<file path="src/rtl/alu_reg_file_if.sv">
// ---------------------------------------------------------------------------
// alu_reg_file_if
//   Bus between the ALU datapath and its register file.
//   Parameters:
//     WIDTH : data width of operands and write-back data
//     AW    : register address width
//   Signals:
//     we, waddr, wdata       : write-back port (ALU result s)
//     re, raddr_a, raddr_b   : read request and operand addresses
//     a, b, rvalid           : registered operands and their valid flag
//   Modports:
//     master : datapath side, drives requests and consumes operands
//     slave  : register file side
// ---------------------------------------------------------------------------
interface alu_reg_file_if #(
    parameter int WIDTH = 16,
    parameter int AW    = 3
);
    logic             we;
    logic [AW-1:0]    waddr;
    logic [WIDTH-1:0] wdata;
    logic             re;
    logic [AW-1:0]    raddr_a;
    logic [AW-1:0]    raddr_b;
    logic [WIDTH-1:0] a;
    logic [WIDTH-1:0] b;
    logic             rvalid;

    modport master (
        output we, waddr, wdata, re, raddr_a, raddr_b,
        input  a, b, rvalid
    );

    modport slave (
        input  we, waddr, wdata, re, raddr_a, raddr_b,
        output a, b, rvalid
    );
endinterface

</file>
<file path="src/rtl/alu_reg_file.sv">
// ---------------------------------------------------------------------------
// alu_reg_file
//   DEPTH x WIDTH register file feeding the ALU operands a/b and capturing
//   the ALU result. One synchronous write port, two registered read ports
//   with one-cycle latency and write-to-read bypass on the same edge.
//   Ports:
//     clk : clock, all state changes on rising edge
//     rst : asynchronous active-high reset, clears storage and outputs
//     bus : alu_reg_file_if.slave (write port, read request, operands)
// ---------------------------------------------------------------------------
module alu_reg_file #(
    parameter int WIDTH = 16,
    parameter int DEPTH = 8,
    parameter int AW    = 3
) (
    input  logic            clk,
    input  logic            rst,
    alu_reg_file_if.slave   bus
);

    logic [WIDTH-1:0] r [DEPTH];
    logic [WIDTH-1:0] a_q;
    logic [WIDTH-1:0] b_q;
    logic             rvalid_q;
    logic [WIDTH-1:0] a_next;
    logic [WIDTH-1:0] b_next;

    // Operand selection: a write landing on the same edge wins over storage,
    // so a dependent instruction issued right behind its producer sees the
    // fresh result.
    // NOTE: every variable gets a default at the top of always_comb so no
    // path leaves it unassigned and no latch is inferred.
    always_comb begin
        a_next = r[bus.raddr_a];
        b_next = r[bus.raddr_b];
        if (bus.we && (bus.waddr == bus.raddr_a)) begin
            a_next = bus.wdata;
        end
        if (bus.we && (bus.waddr == bus.raddr_b)) begin
            b_next = bus.wdata;
        end
    end

    // Storage. Every register must read back zero after reset, so the array
    // is cleared here rather than left to power-up contents.
    // NOTE: this array is reset, which rules out a RAM macro; acceptable here
    // because the file is tiny and reset-to-zero contents are part of its
    // contract.
    always_ff @(posedge clk or posedge rst) begin
        if (rst) begin
            for (int i = 0; i < DEPTH; i++) begin
                r[i] <= '0;
            end
        end else if (bus.we) begin
            // NOTE: sequential state uses non-blocking assignments so every
            // register samples pre-edge values regardless of block order.
            r[bus.waddr] <= bus.wdata;
        end
    end

    // Read port registers: operands hold while re is low, rvalid pulses
    // for exactly the cycle after each accepted request.
    always_ff @(posedge clk or posedge rst) begin
        if (rst) begin
            a_q      <= '0;
            b_q      <= '0;
            rvalid_q <= 1'b0;
        end else begin
            rvalid_q <= bus.re;
            if (bus.re) begin
                a_q <= a_next;
                b_q <= b_next;
            end
        end
    end

    assign bus.a      = a_q;
    assign bus.b      = b_q;
    assign bus.rvalid = rvalid_q;

endmodule

</file>
<file path="src/flat_wrapper.sv">
// flat-port wrapper written by rule: the top's interface ports become plain ports
module alu_reg_file_flat 
#(
    parameter int WIDTH = 16,
    parameter int DEPTH = 8,
    parameter int AW    = 3
)
  (clk, rst, bus_we, bus_waddr, bus_wdata, bus_re, bus_raddr_a, bus_raddr_b, bus_a, bus_b, bus_rvalid);
  alu_reg_file_if #(.WIDTH(WIDTH), .AW(AW)) bus_i ();
  input  logic clk;
  input  logic rst;
  input wire logic [$bits(bus_i.we)-1:0] bus_we;
  input wire logic [$bits(bus_i.waddr)-1:0] bus_waddr;
  input wire logic [$bits(bus_i.wdata)-1:0] bus_wdata;
  input wire logic [$bits(bus_i.re)-1:0] bus_re;
  input wire logic [$bits(bus_i.raddr_a)-1:0] bus_raddr_a;
  input wire logic [$bits(bus_i.raddr_b)-1:0] bus_raddr_b;
  output wire logic [$bits(bus_i.a)-1:0] bus_a;
  output wire logic [$bits(bus_i.b)-1:0] bus_b;
  output wire logic [$bits(bus_i.rvalid)-1:0] bus_rvalid;
  assign bus_i.we = bus_we;
  assign bus_i.waddr = bus_waddr;
  assign bus_i.wdata = bus_wdata;
  assign bus_i.re = bus_re;
  assign bus_i.raddr_a = bus_raddr_a;
  assign bus_i.raddr_b = bus_raddr_b;
  assign bus_a = bus_i.a;
  assign bus_b = bus_i.b;
  assign bus_rvalid = bus_i.rvalid;
  alu_reg_file #(.WIDTH(WIDTH), .DEPTH(DEPTH), .AW(AW)) u_core (.clk(clk), .rst(rst), .bus(bus_i));
endmodule
</file>
<file path="config.mk">
export PLATFORM = sky130hd
export DESIGN_NAME = alu_reg_file_flat
export DESIGN_NICKNAME = d
export VERILOG_FILES = /design/src/rtl/alu_reg_file_if.sv /design/src/rtl/alu_reg_file.sv /design/src/flat_wrapper.sv
export SDC_FILE = /design/constraint.sdc
export NUM_CORES = 1
export LEC_CHECK = 0
export ABC_CLOCK_PERIOD_IN_PS = 10700
export BUFFER_PORTS_ARGS = -buffer_cell sky130_fd_sc_hd__buf_4
export CORE_MARGIN = 3
export CORE_UTILIZATION = 57
export CTS_BUF_LIST = sky130_fd_sc_hd__clkbuf_4 sky130_fd_sc_hd__clkbuf_8
export DETAILED_ROUTE_END_ITERATION = 7
export HOLD_SLACK_MARGIN = 0.12
export PLACE_DENSITY = 0.76
export SLEW_MARGIN = 20
export SYNTH_ARGS = -nofsm -noshare
export SYNTH_HDL_FRONTEND = slang
export SYNTH_SLANG_ARGS = --single-unit
</file>
<file path="constraint.sdc">
create_clock -name clk -period 10.7 [get_ports clk]
set_clock_uncertainty 0.2 [all_clocks]
set_input_delay 2.14 -clock clk [delete_from_list [all_inputs] [get_ports clk]]
set_output_delay 2.14 -clock clk [all_outputs]
set_load 0.005 [all_outputs]
</file>
==> metrics.txt <==
outcome=complete, no violations; share of layout cells above drive strength 1=0.513; slowest CP cell=sky130_fd_sc_hd__clkinv_1; via count of the first global-routing pass=5496; Hold Buf Count CTS=0; final number of setup-violating endpoints=0; Levels on crit path=4; via density per instance=6.66; startpoint type of the worst setup path=primary input; floorplan row count=43; xor and xnor fraction of the mapped netlist area=0.00635; Starting Density=0.589; All-Layer GR Usage=0.257; area occupied by multi-input gates=3930 sq um; Period minus WS final=4.03 ns; most frequent standard cell in the layout excluding fill and tap cells=sky130_fd_sc_hd__dfrtp_1; global-route wire length before repair=31300 microns; Tightest Hold Check Type=reg -> reg; GRT overflow=0; maximum cell stage delay along the critical path=0.75 ns; Syn Nets=557; clock tree from TritonCTS=yes; Sum Neg Setup Slack=0 ns; die outline height=126 microns; commonest cells after routing, fill and taps aside=sky130_fd_sc_hd__dfrtp_1 (161), sky130_fd_sc_hd__mux2_2 (118), sky130_fd_sc_hd__mux4_2 (64), sky130_fd_sc_hd__buf_4 (64), sky130_fd_sc_hd__nand2_1 (49); total wirelength of the detailed-routed design=19700 microns; RSZ-0062 raised after global routing=no; transition at the pin with the smallest max-transition slack=1.11 ns; number of pins with negative max-slew slack in the final report=0; WP data arrival=4.18 ns; proportion of synthesized chip area in sequential cells=0.487; H-tree depth reported by CTS=4; headroom to the max-slew limit=0.256; crit-path leading delay family=compound AO/OA/AOI/OAI gates; dominant cell type by area after synthesis=sky130_fd_sc_hd__dfrtp_1; period utilization=0.376; Worst Setup Path Type=in -> reg; area enclosed by the die boundary=16000 sq um; # Post-CTS Setup Buffers=0; # diodes=0; number of cells on the worst hold path=1; CP Capture Type=register; cells after synthesis=528; post-route antenna net violation count=0; number of buffers created by CTS=17; clock-pin slew on the worst setup and hold paths=0.09 ns; critical path buffer and inverter count=2; Power per Cell Area=194 nW/um^2; total of warnings raised by yosys=0; combinational family with the most area after synthesis=multiplexers; maximum vdd ir drop=116 uV; post-synthesis adder-cell area fraction=0; Worst-Skew Late Latency=0.47 ns; core region area=14000 sq um; drt first-iter violations=514; simple logic cell fraction of the synthesized area=0.0401; hpwl dp=12100 microns; worst reg2reg setup slack=9.02 ns; final-report hold violation count=0; initial antenna violation count=0; static leakage power=3.90 nW; synthesized cell area=8270 sq um; post-layout net count=601; pin count of the biggest net entering global routing=83; area growth from synthesis to layout=10.7%; portion of synthesized cell area occupied by the leading cell type=0.487; number of buffers on the longest clock path=2; count of distinct cell types in the synthesized netlist=23; number of inserted filler cells in the final layout=1010; post_cts resized=0; Synth Area per Inst=15.7 sq um; top fanout value on the critical path=34; placement-stage worst setup slack=6.20 ns; I/O Pins=62; count of port buffers added during placement=61; highest achievable clock rate=248 MHz; DR vias=5095; max-cap violation count=0; synthesized-area fraction occupied by ao, oa, aoi and oai cells=0.0363; slack of the critical path=6.67 ns; horizontal extent of the die=126 microns; number of sinks handled by clock tree synthesis=161; Routed WL per cell=25.7 microns; First-pass DRT Iterations=5; multiplexer share of the synthesized area=0.392; path depth of the worst reg2reg path=3; Critical Path RT=10.85 ns; # DRC=0; CP Cell Sequence=buf_4 > clkinv_1 > a41o_1 > o221ai_1; register bit total from synthesis=161; Routability Congestion=0.781; cells taking the most area after synthesis=sky130_fd_sc_hd__dfrtp_1 (49%), sky130_fd_sc_hd__mux4_2 (17%), sky130_fd_sc_hd__mux2_2 (16%), sky130_fd_sc_hd__mux2i_1 (3.9%), sky130_fd_sc_hd__o221ai_1 (3.4%); clock root cell=sky130_fd_sc_hd__clkbuf_8; Sequential cell area=4030 sq um
==> Yosys cell counts, drive strengths merged <==
cell and n:
nand2b 1, a41o 2, nand4b 3, nand4 3
clkbuf 6, mux4 64, inv 1, o221ai 32
mux2 128, nor3 2, mux2i 32, xnor2 6
buf 35, dfrtp 161, nor3b 2, clkinv 1
nand2 49
==> area by class of cell <==
| type | instances | share of cell area |
|---|---|---|
| flip-flops and latches | 161 | 0.440 |
| multi-input cells | 324 | 0.429 |
| repair buffers | 66 | 0.0563 |
| clock buffers | 18 | 0.0264 |
| well taps | 180 | 0.0246 |
| clock inverters | 14 | 0.0221 |
| inverters | 2 | 0.00137 |
==> final timing paths <==
check | from | end
setup / recovery | bus_re | u_core.bus.a[15]
hold / removal | u_core.r[61] | u_core.r[61]
setup reg to reg | u_core.r[15] | u_core.bus.a[15]
hold reg to reg | u_core.r[61] | u_core.r[61]
max in group asynchronous | rst | u_core.r[114]
min in group asynchronous | rst | u_core.r[45]
==> registers in the layout, indices dropped and copies added, names as in the netlist <==
| signal | count |
|---|---|
| u_core.r | 128 |
| u_core.bus.a | 16 |
| u_core.bus.b | 16 |
| u_core.bus.rvalid | 1 |
==> stage by stage <==
stage	power (mW)	cells	hold slack [ns]	util	area [sq um]
global route	1.86	765	0.349	0.652	9150
floorplan	1.13	528	0.279	-	8270
detailed placement	1.28	731	0.311	0.618	8670
finish	1.77	765	0.332	0.652	9150
global placement	1.25	731	0.299	0.618	8670
CTS	1.78	763	0.332	0.649	9120
==> worst reg2reg max path: cells and delay by family, from the launching register on <==
family	cells	cell delay, ns
AO/OA/AOI/OAI	1	0.17
flip-flops	1	0.40
multiplexers	2	0.75
==> per-layer routing <==
metal	share of wire	global-route usage	wire length [microns]	vias to the layer above
li1	-	-	-	2144
met1	0.42	0.347	8350	2753
met2	0.51	0.425	9970	162
met3	0.050	0.0560	990	36
met4	0.018	0.0732	348	0
met5	0	0	0	-
==> cell families (layout without fill, tap and decap cells) <==
kind of cell | count (synthesis) | in the layout
DFF | 161 | 161
muxes | 224 | 224
AOI/OAI and AO/OA | 34 | 34
buffers and inverters | 43 | 100
xor gates and xnor gates | 6 | 6
and+or+nand+nor | 60 | 60
==> power by group <==
| part | internal, mW | switching [mW] |
|---|---|---|
| Combinational | 0.260 | 0.157 |
| Clock | 0.261 | 0.240 |
| Sequential | 0.746 | 0.107 |
Note: power is estimated with default switching activity, not from simulation.
